--- src/rtl/fix_pkg.sv ---
`default_nettype none
// ============================================================================
// Module      : fix_pkg
// Description : Shared FIX egress definitions: trailer state encoding and
//               protocol byte constants.
// Revision    : 1.0 - initial release
// ============================================================================
package fix_pkg;

    typedef enum logic [3:0] {
        IDLE = 4'd0,
        BODY = 4'd1,
        T1   = 4'd2,
        T0   = 4'd3,
        EQ   = 4'd4,
        D2   = 4'd5,
        D1   = 4'd6,
        D0   = 4'd7,
        TS   = 4'd8
    } state_t;

    localparam logic [7:0]  SOH          = 8'h01;
    localparam logic [7:0]  ASCII_0      = 8'h30;
    localparam logic [7:0]  ASCII_1      = 8'h31;
    localparam logic [7:0]  ASCII_EQ     = 8'h3D;
    localparam logic [15:0] TAG_CHECKSUM = "10";

endpackage
`default_nettype wire

--- src/rtl/checksum_tx_if.sv ---
`default_nettype none
// ============================================================================
// Module      : checksum_tx_if
// Description : Byte-stream handshake bundle between assembler, trailer
//               generator and serializer.
// Revision    : 1.0 - initial release
// ============================================================================
interface checksum_tx_if;

    logic [7:0] data_i;
    logic       valid_i;
    logic       last_i;
    logic       ready_o;
    logic [7:0] data_o;
    logic       valid_o;
    logic       last_o;
    logic       ready_i;
    logic [7:0] checksum_o;

    modport slave (
        input  data_i, valid_i, last_i, ready_i,
        output ready_o, data_o, valid_o, last_o, checksum_o
    );

    modport master (
        output data_i, valid_i, last_i, ready_i,
        input  ready_o, data_o, valid_o, last_o, checksum_o
    );

endinterface
`default_nettype wire

--- src/rtl/int2ascii.sv ---
`default_nettype none
// ============================================================================
// Module      : int2ascii
// Description : 8-bit binary to three zero-padded ASCII decimal digits using
//               a compare/subtract chain.
// Revision    : 1.0 - initial release
// ============================================================================
module int2ascii
    import fix_pkg::*;
(
    input  logic [7:0] value,
    output logic [7:0] hundreds,
    output logic [7:0] tens,
    output logic [7:0] ones
);

    logic [7:0] w_rem;
    logic [1:0] w_hund;
    logic [3:0] w_tens;

    always_comb begin
        w_rem  = value;
        w_hund = 2'd0;
        w_tens = 4'd0;
        if (w_rem >= 8'd200) begin
            w_hund = 2'd2;
            w_rem  = w_rem - 8'd200;
        end else if (w_rem >= 8'd100) begin
            w_hund = 2'd1;
            w_rem  = w_rem - 8'd100;
        end
        // Remainder is below 100 here, so nine steps always suffice.
        for (int i = 0; i < 9; i++) begin
            if (w_rem >= 8'd10) begin
                w_rem  = w_rem - 8'd10;
                w_tens = w_tens + 4'd1;
            end
        end
    end

    assign hundreds = ASCII_0 + {6'd0, w_hund};
    assign tens     = ASCII_0 + {4'd0, w_tens};
    assign ones     = ASCII_0 + w_rem;

endmodule
`default_nettype wire

--- src/rtl/checksum_tx.sv ---
`default_nettype none
// ============================================================================
// Module      : checksum_tx
// Description : FIX egress trailer generator; forwards the body and appends
//               "10=NNN<SOH>" carrying the modulo-256 byte sum.
// Revision    : 1.0 - initial release
// ============================================================================
module checksum_tx
    import fix_pkg::*;
(
    input  logic          clk,
    input  logic          rst,
    checksum_tx_if.slave  bus
);

    state_t     r_state;
    logic [7:0] r_sum;
    logic [7:0] r_checksum;
    logic [7:0] r_data;
    logic       r_valid;
    logic       r_last;

    logic       w_slot_free;
    logic       w_in_body;
    logic       w_ready;
    logic       w_accept;
    logic [7:0] w_sum_next;
    logic [7:0] w_d2;
    logic [7:0] w_d1;
    logic [7:0] w_d0;
    logic [7:0] w_trl_byte;
    state_t     w_trl_next;

    assign w_slot_free = !r_valid || bus.ready_i;
    assign w_in_body   = (r_state == IDLE) || (r_state == BODY);
    assign w_ready     = !rst && w_slot_free && w_in_body;
    assign w_accept    = w_ready && bus.valid_i;
    // The first byte of a message restarts the sum rather than adding to it.
    assign w_sum_next  = (r_state == IDLE) ? bus.data_i : r_sum + bus.data_i;

    int2ascii u_int2ascii (
        .value    (r_checksum),
        .hundreds (w_d2),
        .tens     (w_d1),
        .ones     (w_d0)
    );

    always_comb begin
        w_trl_byte = 8'h00;
        w_trl_next = IDLE;
        case (r_state)
            T1:      begin w_trl_byte = TAG_CHECKSUM[15:8]; w_trl_next = T0; end
            T0:      begin w_trl_byte = TAG_CHECKSUM[7:0];  w_trl_next = EQ; end
            EQ:      begin w_trl_byte = ASCII_EQ;           w_trl_next = D2; end
            D2:      begin w_trl_byte = w_d2;               w_trl_next = D1; end
            D1:      begin w_trl_byte = w_d1;               w_trl_next = D0; end
            D0:      begin w_trl_byte = w_d0;               w_trl_next = TS; end
            TS:      begin w_trl_byte = SOH;                w_trl_next = IDLE; end
            default: begin w_trl_byte = 8'h00;              w_trl_next = IDLE; end
        endcase
    end

    always_ff @(posedge clk) begin
        if (rst) begin
            r_state    <= IDLE;
            r_sum      <= 8'h00;
            r_checksum <= 8'h00;
            r_data     <= 8'h00;
            r_valid    <= 1'b0;
            r_last     <= 1'b0;
        end else begin
            if (w_accept) begin
                r_sum   <= w_sum_next;
                r_state <= bus.last_i ? T1 : BODY;
                if (bus.last_i) begin
                    r_checksum <= w_sum_next;
                end
            end else if (w_slot_free && !w_in_body) begin
                r_state <= w_trl_next;
            end

            if (w_slot_free) begin
                if (w_accept) begin
                    r_data  <= bus.data_i;
                    r_valid <= 1'b1;
                    r_last  <= 1'b0;
                end else if (!w_in_body) begin
                    r_data  <= w_trl_byte;
                    r_valid <= 1'b1;
                    r_last  <= (r_state == TS);
                end else begin
                    r_valid <= 1'b0;
                    r_last  <= 1'b0;
                end
            end
        end
    end

    assign bus.ready_o    = w_ready;
    assign bus.data_o     = r_data;
    assign bus.valid_o    = r_valid;
    assign bus.last_o     = r_last;
    assign bus.checksum_o = r_checksum;

endmodule
`default_nettype wire
--- src/flat_wrapper.sv ---
// flat-port wrapper written by rule: the top's interface ports become plain ports
module checksum_tx_flat import fix_pkg::*;
  (clk, rst, bus_data_i, bus_valid_i, bus_last_i, bus_ready_i, bus_ready_o, bus_data_o, bus_valid_o, bus_last_o, bus_checksum_o);
  checksum_tx_if bus_i ();
  input  logic clk;
  input  logic rst;
  input wire logic [$bits(bus_i.data_i)-1:0] bus_data_i;
  input wire logic [$bits(bus_i.valid_i)-1:0] bus_valid_i;
  input wire logic [$bits(bus_i.last_i)-1:0] bus_last_i;
  input wire logic [$bits(bus_i.ready_i)-1:0] bus_ready_i;
  output wire logic [$bits(bus_i.ready_o)-1:0] bus_ready_o;
  output wire logic [$bits(bus_i.data_o)-1:0] bus_data_o;
  output wire logic [$bits(bus_i.valid_o)-1:0] bus_valid_o;
  output wire logic [$bits(bus_i.last_o)-1:0] bus_last_o;
  output wire logic [$bits(bus_i.checksum_o)-1:0] bus_checksum_o;
  assign bus_i.data_i = bus_data_i;
  assign bus_i.valid_i = bus_valid_i;
  assign bus_i.last_i = bus_last_i;
  assign bus_i.ready_i = bus_ready_i;
  assign bus_ready_o = bus_i.ready_o;
  assign bus_data_o = bus_i.data_o;
  assign bus_valid_o = bus_i.valid_o;
  assign bus_last_o = bus_i.last_o;
  assign bus_checksum_o = bus_i.checksum_o;
  checksum_tx u_core (.clk(clk), .rst(rst), .bus(bus_i));
endmodule
--- config.mk ---
export PLATFORM = sky130hd
export DESIGN_NAME = checksum_tx_flat
export DESIGN_NICKNAME = d
export VERILOG_FILES = /design/src/rtl/fix_pkg.sv /design/src/rtl/checksum_tx_if.sv /design/src/rtl/int2ascii.sv /design/src/rtl/checksum_tx.sv /design/src/flat_wrapper.sv
export SDC_FILE = /design/constraint.sdc
export NUM_CORES = 1
export LEC_CHECK = 0
export BUFFER_PORTS_ARGS = -buffer_cell sky130_fd_sc_hd__buf_2
export CORE_MARGIN = 3
export CORE_UTILIZATION = 49
export DETAILED_ROUTE_END_ITERATION = 6
export GPL_TIMING_DRIVEN = 0
export PLACE_DENSITY_LB_ADDON = 0.12
export SYNTH_ARGS = -nofsm -noshare
export SYNTH_HDL_FRONTEND = slang
export SYNTH_HIERARCHICAL = 1
export SYNTH_SLANG_ARGS = --single-unit
--- constraint.sdc ---
create_clock -name clk -period 8.5 [get_ports clk]
set_clock_uncertainty 0.15 [all_clocks]
set_input_delay 1.275 -clock clk [delete_from_list [all_inputs] [get_ports clk]]
set_output_delay 1.275 -clock clk [all_outputs]
set_load 0.02 [all_outputs]
Yosys cells after proc, flatten, opt, wreduce, memory -nomap -nowiden

Cells that the tools add are included.

Eq/ne operators: 9
Mux-type cells: 34
Shift-type cells: 0
$lt $le $gt $ge: 11
Add/sub/neg operators: 23
Reduce and logical (&&, ||, !) cells: 13
$mul: 0
Bitwise logic cells: 0
Div/mod/pow operators: 0

Operators with widths:

| cell                                                                                 | count |
|---|---|
| 8-bit 2-to-1 mux                                                                     | 14 |
| 8-bit by 4-bit greater-or-equal comparator with 1-bit output (second input constant) | 9 |
| 8-bit by 4-bit subtractor with 8-bit output (second input constant)                  | 9 |
| 8-bit case mux with 7 select lines                                                   | 1 |
| 4-bit 2-to-1 mux                                                                     | 10 |
| 4-bit by 1-bit adder with 4-bit output (second input constant)                       | 8 |
| 4-bit case mux with 6 select lines                                                   | 1 |
| 4-bit by 3-bit equality test with 1-bit output (second input constant)               | 4 |
| 6-bit by 8-bit adder with 8-bit output (first input constant)                        | 1 |
| 8-bit adder                                                                          | 1 |
| 4-bit by 2-bit equality test with 1-bit output (second input constant)               | 2 |
| 8-bit by 7-bit greater-or-equal comparator with 1-bit output (second input constant) | 1 |
| 8-bit greater-or-equal comparator (second input constant)                            | 1 |
| 8-bit by 7-bit subtractor with 8-bit output (second input constant)                  | 1 |
| 8-bit subtractor (second input constant)                                             | 1 |
| 6-bit by 2-bit adder with 7-bit output (first input constant)                        | 1 |
| 6-bit by 4-bit adder with 7-bit output (first input constant)                        | 1 |
| 1-bit 2-to-1 mux                                                                     | 6 |
| 4-bit by 1-bit equality test with 1-bit output (second input constant)               | 1 |
| 4-bit equality test (second input constant)                                          | 1 |
| 1-bit logical AND                                                                    | 4 |
| 4-bit logical NOT                                                                    | 1 |
| 2-bit 2-to-1 mux                                                                     | 2 |
| 2-bit AND reduction                                                                  | 2 |
| 4 further kinds                                                                      | 7 |

Memories kept: 0
Output and inout port bits: 19
Bits in latches: 0
Logic and storage cells: 96
Memory bits (writable): 0
Bits in read-only memories: 0
Input port bits: 13
Register bits after elaboration: 30

Logic depth before layout (Yosys ltp)

Gate-level depths: netlist of the first run.

Depth after elaboration: 25
Depth in mapped cells: 38
Gate-level depth less buffers: 35

Modules after synthesis

Netlist of the first run, hierarchy kept.

Modules (own cells, without submodules):

| module      | times used | cells an instance | sequential area each (um2) | area an instance (um2) |
|---|---|---|---|---|
| int2ascii   | 1          | 421               | 0.0                        | 3029.2 |
| checksum_tx | 1          | 233               | 600.6                      | 1991.9 |

Worst setup path after synthesis of the first run

Ideal clock, no wire load.

Path type: reg-to-reg
From: reg u_core.r_checksum[3], in the netlist u_core/bus.checksum_o[3]
To: reg u_core.r_data[6], in the netlist u_core/bus.data_o[6]
Buffers on the path: 1
Period minus slack after synthesis: 8.566 ns
Stages on the path, launching flop included: 35
Arrival: 8.278 ns
Slack: -0.066 ns
Required time: 8.211 ns
Library setup time: 0.139 ns
Cell sequence: dfxtp_1 inv_1 ha_1 and4_4 a221o_1 or3_4 and3_1 buf_2 a32oi_2 o221a_2 a21oi_2 or4_4 a211o_1 a221oi_2 a211oi_4 nor3_2 nand2_1 a211oi_1 xor2_1 ha_1 o211ai_1 nor4_1 a21oi_1 o21ai_1 mux2_2 ha_1 nor2_1 or4_1 and2_1 ha_1 xnor2_1 mux2_2 a22o_1 a22oi_1 a211oi_1

Cells in the longest elaborated chain, start to end: 25
Elaborated cells between the ends (all ways): 58
Those cells by class: 22 x add/sub; 11 x order compare; 25 x mux

Ends and longest elaborated chain:

| item                                                                                                                               | line                             | source |
|---|---|---|
| start, declared                                                                                                                    | checksum_tx.sv:18                | `logic [7:0] r_checksum;` |
| start signal, assigned                                                                                                             | checksum_tx.sv:76                | `r_checksum <= w_sum_next;` |
| 8-bit by 7-bit subtractor with 8-bit output / 8-bit by 7-bit greater-or-equal comparator with 1-bit output (equally long branches) | int2ascii.sv:30, int2ascii.sv:28 |  |
| 8-bit 2-to-1 mux                                                                                                                   | int2ascii.sv:28                  | `end else if (w_rem >= 8'd100) begin` |
| 8-bit 2-to-1 mux *                                                                                                                 | int2ascii.sv:25                  | `if (w_rem >= 8'd200) begin` |
| 8-bit by 4-bit subtractor with 8-bit output / 8-bit by 4-bit greater-or-equal comparator with 1-bit output (equally long branches) | int2ascii.sv:35, int2ascii.sv:34 |  |
| 8-bit 2-to-1 mux *                                                                                                                 | int2ascii.sv:34                  | `if (w_rem >= 8'd10) begin` |
| 8-bit by 4-bit subtractor with 8-bit output / 8-bit by 4-bit greater-or-equal comparator with 1-bit output (equally long branches) | int2ascii.sv:35, int2ascii.sv:34 |  |
| 8-bit 2-to-1 mux *                                                                                                                 | int2ascii.sv:34                  |  |
| 8-bit by 4-bit subtractor with 8-bit output / 8-bit by 4-bit greater-or-equal comparator with 1-bit output (equally long branches) | int2ascii.sv:35, int2ascii.sv:34 |  |
| [10 not listed]                                                                                                                    | -                                |  |
| 8-bit 2-to-1 mux *                                                                                                                 | int2ascii.sv:34                  |  |
| 8-bit by 4-bit subtractor with 8-bit output / 8-bit by 4-bit greater-or-equal comparator with 1-bit output (equally long branches) | int2ascii.sv:35, int2ascii.sv:34 |  |
| 8-bit 2-to-1 mux *                                                                                                                 | int2ascii.sv:34                  |  |
| 6-bit by 8-bit adder with 8-bit output *                                                                                           | int2ascii.sv:43                  | `assign ones = ASCII_0 + w_rem;` |
| named net u_core.w_d0[6]                                                                                                           | checksum_tx.sv:30                | `logic [7:0] w_d0;` |
| 8-bit case mux with 7 select lines *                                                                                               | checksum_tx.sv:51                | `case (r_state)` |
| 8-bit 2-to-1 mux *                                                                                                                 | checksum_tx.sv:87                | `end else if (!w_in_body) begin` |
| 8-bit 2-to-1 mux *                                                                                                                 | checksum_tx.sv:83                | `if (w_accept) begin` |
| end signal, assigned                                                                                                               | checksum_tx.sv:84                | `r_data <= bus.data_i;` |
| end signal, assigned                                                                                                               | checksum_tx.sv:88                | `r_data <= w_trl_byte;` |
| end, declared                                                                                                                      | checksum_tx.sv:19                | `logic [7:0] r_data;` |

Mark *: on every way through the listed nets, which the timed path passes. The rest lies on a longest branch. The select of a mux whose other input is x is not followed.
A chain may end at the register's enable or synchronous reset.

Final worst setup path of the first run

From: reg u_core.r_checksum[2], in the netlist u_core/bus.checksum_o[2]
To: reg u_core.r_data[6], in the netlist u_core/bus.data_o[6]

The elaborated chain is that of the path after synthesis.

==> results of run 1 <==
[worst paths after layout]
check | slack (ns) | startpoint | cells past startpoint | end
hold / removal | 0.34 | u_core/bus.last_o$_SDFFE_PP0N_ | 2 | u_core/bus.last_o$_SDFFE_PP0N_
setup reg to reg | 0.23 | u_core/bus.checksum_o[2]$_SDFFE_PP0P_ | 37 | u_core/bus.data_o[6]$_SDFFE_PP0P_
setup / recovery | 0.23 | u_core/bus.checksum_o[2]$_SDFFE_PP0P_ | 37 | u_core/bus.data_o[6]$_SDFFE_PP0P_
hold reg to reg | 0.34 | u_core/bus.last_o$_SDFFE_PP0N_ | 2 | u_core/bus.last_o$_SDFFE_PP0N_
[per-stage QoR]
step / total power (uW) / utilization, % / setup WS [ns] / cells / hold WS [ns]
floorplan: 2030 / - / 0.0590 / 662 / 0.311
global placement: 2400 / 54.5 / -1.23 / 826 / 0.299
detailed placement: 2460 / 54.5 / -1.35 / 826 / 0.318
CTS: 3080 / 63.1 / 0.0147 / 886 / 0.332
global route: 3680 / 66.5 / -0.129 / 903 / 0.369
finish: 3400 / 66.5 / 0.235 / 903 / 0.335
[final cells by class]
| cell class | count | area [um2] |
|---|---|---|
| clock buffer | 5 | 68.8 |
| tap | 133 | 166 |
| buffer | 42 | 265 |
| timing repair buffer | 102 | 712 |
| fill | 781 | 3300 |
| clock inverter | 3 | 40.0 |
| multi-input combinational | 566 | 4610 |
| sequential | 30 | 611 |
| timing repair inverter | 1 | 7.51 |
| inverter | 21 | 85.1 |
[state kept, by name (all words and copies together), names as in the netlist]
signal	cells
u_core/bus.checksum_o	8
u_core/bus.data_o	8
u_core/r_sum	8
u_core/r_state	4
u_core/bus.last_o	1
u_core/bus.valid_o	1
[cells in the mapped netlist, types with 5 or more instances]
cell type  number  share of area (%)
nor2_1         62                4.6
nand2_1        49                3.7
a21oi_1        34                3.4
dfxtp_1        30                 12
a211oi_1       23                3.4
ha_1           22                5.5
nand3_1        22                2.2
o21ai_0        22                2.2
xnor2_1        21                3.7
inv_1          20                1.5
nor3_1         16                1.6
buf_4          15                2.2
clkbuf_1       14                1.0
mux2_2         12                2.7
a22oi_1        10                1.5
buf_2          10                1.0
a31oi_1         9                1.1
o211ai_1        9                1.3
xor2_1          9                1.6
a22o_1          8                1.4
and3_1          8                1.0
nand2b_1        8                1.0
nand3b_1        8                1.2
o22ai_1         8                1.0
o31ai_1         8                1.2
and2_1          7               0.87
mux2i_1         7                1.4
nor2b_1         7               0.87
nor4_1          7               0.87
o21ai_1         7               0.70
or3_1           7               0.87
a21o_1          6               0.90
o21a_1          6               0.90
o22a_1          6                1.0
nor4b_1         5               0.87
[worst max-delay path, delay by kind of cell, from the launching register on]
kind                       cells  cell delay [ns]
DFF                            1             0.33
xor gates and xnor gates       2             0.36
buffers and inverters          4             0.53
adders and majority gates      4             0.70
AOI/OAI and AO/OA             12             2.38
and+or+nand+nor               13             3.19
muxes                          2             0.51
[report_power, final]
part / switching [uW] / total, uW / internal [uW]
Clock: 57.9 / 144 / 86.2
Sequential: 11.1 / 164 / 153
Combinational: 1600 / 3090 / 1490
Total: 1670 / 3400 / 1730
[metal layers]
layer	vias to the layer above	global-route usage [%]	wire length [um]
li1	2740	-	-
met1	2656	34.3	6940
met2	245	43.9	7580
met3	43	1.87	994
met4	0	7.58	471
met5	-	0	0
[what timing repair did]
action                     CTS  global route
hold endpoints to repair     0             0
setup buffers               51            23
cloned                       1             0
hold buffers                 0             0
gates resized for setup     66            46
pin swaps                   36            38
setup endpoints to repair    8             6
[logic make-up (layout without fill, tap and decap cells)]
| group | Yosys count | count (layout) | synth area share [%] |
|---|---|---|---|
| multiplexers | 21 | 21 | 4.61 |
| AO/OA/AOI/OAI | 237 | 237 | 38.5 |
| XOR/XNOR | 30 | 30 | 5.23 |
| other | 2 | 10 | 0.150 |
| AND/OR/NAND/NOR | 245 | 245 | 26.8 |
| adder cells (fa/ha/maj) | 23 | 23 | 5.88 |
| flip-flops | 30 | 30 | 12.0 |
| buffers and inverters | 66 | 174 | 6.90 |
==> reports/results.ini, run 1 <==
[outcome]
status = completed

[clock_tree]
cts_buffer_depth = 2
insertion_delay_ns = 0.29
cts_tree = yes
cts_root_buffer = clkbuf_8
clkSlewWorstSetupHoldPaths_ns = 0.06
cts_inserted_buffers = 5
clkSinkCount = 30
htree_levels = 2

[worst_hold_path]
hp-class = reg2reg

[global_route]
antenna_found_initial = 0
gr-total-overflow = 0
grt_first_pass_wirelength_um = 24700
grtUsageTotal_pct = 25.6
grt_max_degree = 12
grt_pass1_vias = 5117

[timing]
hold_viol_final = 0
setup_viol = 0
timing.final.crit_share_pct = 97.2
finalSetupTns_ns = 0
period_minus_slack_ns = 8.27
rsz0062_at_grt = yes
worst_pin_slew_ns = 0.748
timing.fmax_mhz = 121
slew_headroom_pct = 49.9
drv_slew = 0

[layout]
nets = 805
drive_gt1_share_pct = 35.8
syn2layout_area_growth_pct = 30.7
diodes = 0
layout_common_cells = buf_4 (82), nor2_1 (59), nand2_1 (46), buf_2 (39), a21oi_1 (34)
fin_area_mm2 = 0.00656
final_common_cell = buf_4

[logic_synthesis]
ys_warn_count = 6
async_reset_ff_share_pct = 0
synth.distinct_cells = 108
syn_area_mm2 = 0.00502
synth-seq-cells = 30
ys.flop_type = dfxtp_1
ys_seq_area_share_pct = 12.0
syn_avg_cell_area_um2 = 7.68
synthCells = 654
synth-edff-count = 0

[worst_setup_path]
cp.arrival_ns = 8.26
critical_path.slowest_cell = or3_4
cp-end-kind = register
crit_path_max_fanout = 6
worstPathRequired_ns = 8.50
critPathMaxStageDelay_ns = 0.43
worstSetupStartpointType = register
worst-setup-path-type = reg2reg

[floorplan]
start_util_pct = 50.9
rows = 36
die_w_um = 107
dieHeight_um = 107
die_area_mm2 = 0.0115
core_area_mm2 = 0.00986
io_pins = 32

[pwr]
p_leak_uw = 0.00262
ir_drop_mv = 0.567
p_per_area_mw_per_mm2 = 518

[placed_design]
hpwl_um = 10800
place_congestion = 0.919
io_buffers = 31
dpl_cell_area_mm2 = 0.00538

[route]
routedWlPerCell_um = 17.7
firstDrtPassIters = 5
drt-initial-drc-count = 455
vias = 5684
drtAntennaViolNets = 0
wl_um = 16000
drc = 0
viasPerCell = 6.29

[job]
max-cap-violations = 0

No activity file was read; power rests on OpenSTA's default activity.
==> run 2: changes to the inputs <==
--- a/config.mk
+++ b/config.mk
@@ -8,10 +8,10 @@
 export BUFFER_PORTS_ARGS = -buffer_cell sky130_fd_sc_hd__buf_2
 export CORE_MARGIN = 3
 export CORE_UTILIZATION = 49
+export CTS_CLUSTER_DIAMETER = 200
 export DETAILED_ROUTE_END_ITERATION = 6
 export GPL_TIMING_DRIVEN = 0
 export PLACE_DENSITY_LB_ADDON = 0.12
 export SYNTH_ARGS = -nofsm -noshare
 export SYNTH_HDL_FRONTEND = slang
-export SYNTH_HIERARCHICAL = 1
 export SYNTH_SLANG_ARGS = --single-unit
==> run 2 against run 1 <==
  * Critical path depth fell by 3
  * Design area shrank 6.1%
  * First-iteration DRC count is 23% higher
  * Sequential cell count unchanged
  * Register-to-register slack lost 0.06 ns
  * Clock-buffer cell count is 1 higher
  * Global-route usage up 0.67 points
  * Hold slack better by 0.0034 ns
==> reports/results.ini, run 2 <==
[layout]
drive_gt1_share_pct = 28.2
diodes = 0
fin_cells = 873
syn2layout_area_growth_pct = 21.7
nets = 775
final_common_cell = nor2_1
fin_area_mm2 = 0.00617
layout_common_cells = nor2_1 (64), nand2_1 (46), buf_4 (46), a21oi_1 (43), buf_2 (35)

[global_route]
gr-total-overflow = 0
antenna_found_initial = 0
grt_first_pass_wirelength_um = 25200
grt_pass1_vias = 5236
grtUsageTotal_pct = 26.3
grt_max_degree = 11

[timing]
timing.final.crit_share_pct = 97.9
hold_viol_final = 0
rsz0062_at_grt = yes
timing.fmax_mhz = 120
period_minus_slack_ns = 8.32
worst_pin_slew_ns = 1.17
drv_slew = 0
setup_viol = 0
slew_headroom_pct = 21.1

[outcome]
status = completed

[floorplan]
start_util_pct = 51.1
io_pins = 32
dieHeight_um = 108
core_area_mm2 = 0.00991
die_area_mm2 = 0.0116
rows = 36
die_w_um = 108

[route]
viasPerCell = 6.57
drtAntennaViolNets = 0
wl_um = 16000
drc = 0
firstDrtPassIters = 6
drt-initial-drc-count = 559
routedWlPerCell_um = 18.3
vias = 5732

[placed_design]
io_buffers = 31
dpl_cell_area_mm2 = 0.00539
dp.cells = 831
hpwl_um = 11400
place_congestion = 0.915

[logic_synthesis]
ys_warn_count = 0
netlist.area_leader.share_pct = 11.9
synth_fp_nets = 703
synth-seq-cells = 30
ys_top_cells_by_area = dfxtp_1 (12%), ha_1 (5.4%), nor2_1 (4.8%)
synth_commonest_cells = nor2_1 (65), a21oi_1 (47), nand2_1 (46)
ys.flop_type = dfxtp_1
async_reset_ff_share_pct = 0
synthCells = 667
syn_area_mm2 = 0.00507
ys_seq_area_share_pct = 11.9
synth_top_cell_by_area = dfxtp_1
yosysMostFrequentCell = nor2_1
synth-edff-count = 0
synth.distinct_cells = 106
syn_avg_cell_area_um2 = 7.60

[clock_tree]
clkSlewWorstSetupHoldPaths_ns = 0.07
cts_tree = yes
cts_buffer_depth = 2
clkSinkCount = 30
cts_root_buffer = clkbuf_8
insertion_delay_ns = 0.29
htree_levels = 2
cts_inserted_buffers = 5

[worst_setup_path]
cp.arrival_ns = 8.32
crit_path_max_fanout = 8
worstPathRequired_ns = 8.50
worst-setup-path-type = reg2reg
worstRegToRegCells = 34
worstSetupStartpointType = register
crit_path_frequent_cell = mux2_4
cp-end-kind = register
critical_path.slowest_cell = or4_4
critPathMaxStageDelay_ns = 0.55

[worst_hold_path]
hp-class = reg2reg
hold_depth = 2

[job]
max-cap-violations = 0

## run 2: per-layer routing
layer | track usage, % | share of wire, % | up-vias
met5 | 0 | 0 | -
met1 | 37.0 | 45 | 2722
met4 | 8.21 | 2.1 | 0
li1 | - | - | 2713
met3 | 3.96 | 6.7 | 42
met2 | 41.1 | 47 | 255
## run 2: timing repair
action,4_1_cts,5_1_grt
gates resized for setup,23,72
endpoints found under the setup margin,8,8
hold buffers,0,0
setup buffers,6,33
pin swaps,5,19
## run 2: final timing paths
kind	from	endpoint	slack [ns]
setup / recovery	u_core.bus.checksum_o[3]$_SDFFE_PP0P_	u_core.bus.data_o[2]$_SDFFE_PP0P_	0.18
hold / removal	u_core.bus.data_o[0]$_SDFFE_PP0P_	u_core.bus.data_o[0]$_SDFFE_PP0P_	0.34
setup reg to reg	u_core.bus.checksum_o[3]$_SDFFE_PP0P_	u_core.bus.data_o[2]$_SDFFE_PP0P_	0.18
hold reg to reg	u_core.bus.data_o[0]$_SDFFE_PP0P_	u_core.bus.data_o[0]$_SDFFE_PP0P_	0.34
## run 2: cell type report
cell class / instances / area (um2)
Clock buffer: 6 / 82.6
Fill cell: 890 / 3740
Inverter: 19 / 82.6
Buffer: 30 / 170
Tap cell: 133 / 166
Sequential cell: 30 / 602
Timing Repair Buffer: 70 / 448
Multi-Input combinational cell: 583 / 4600
Clock inverter: 2 / 12.5
## run 2: critical path, delay by kind of cell, from the launching register on
family	cells	cell delay, ns
multiplexers	5	1.38
buffers and inverters	6	0.72
AND/OR/NAND/NOR	10	2.64
XOR/XNOR	1	0.16
adder cells (fa/ha/maj)	4	0.79
flip-flops	1	0.35
AO/OA/AOI/OAI	8	1.96
## run 2: per-stage QoR
| stage | hold WS [ns] | util, % | setup TNS [ns] | setup WS [ns] |
|---|---|---|---|---|
| finish | 0.339 | 62.2 | 0 | 0.177 |
| global placement | 0.301 | 54.4 | -4.40 | -0.801 |
| CTS | 0.326 | 56.9 | 0 | 0.0504 |
| detailed placement | 0.313 | 54.4 | -4.95 | -0.852 |
| global route | 0.367 | 62.2 | -0.165 | -0.0956 |
| floorplan | 0.311 | - | 0 | 0.211 |
## run 2: cells by family (layout without fill, tap and decap cells)
kind of cell | after synthesis | count (layout) | share of synthesized area, %
AO/OA/AOI/OAI | 231 | 231 | 36.3
XOR/XNOR | 40 | 40 | 7.80
adder cells (fa/ha/maj) | 23 | 23 | 5.83
buffers and inverters | 54 | 127 | 4.62
flip-flops | 30 | 30 | 11.9
multiplexers | 20 | 20 | 4.59
AND/OR/NAND/NOR | 269 | 269 | 29.0
Power of run 2 is not shown: default switching activity piles up to over one toggle a cycle in this logic, so the estimate is an artifact.
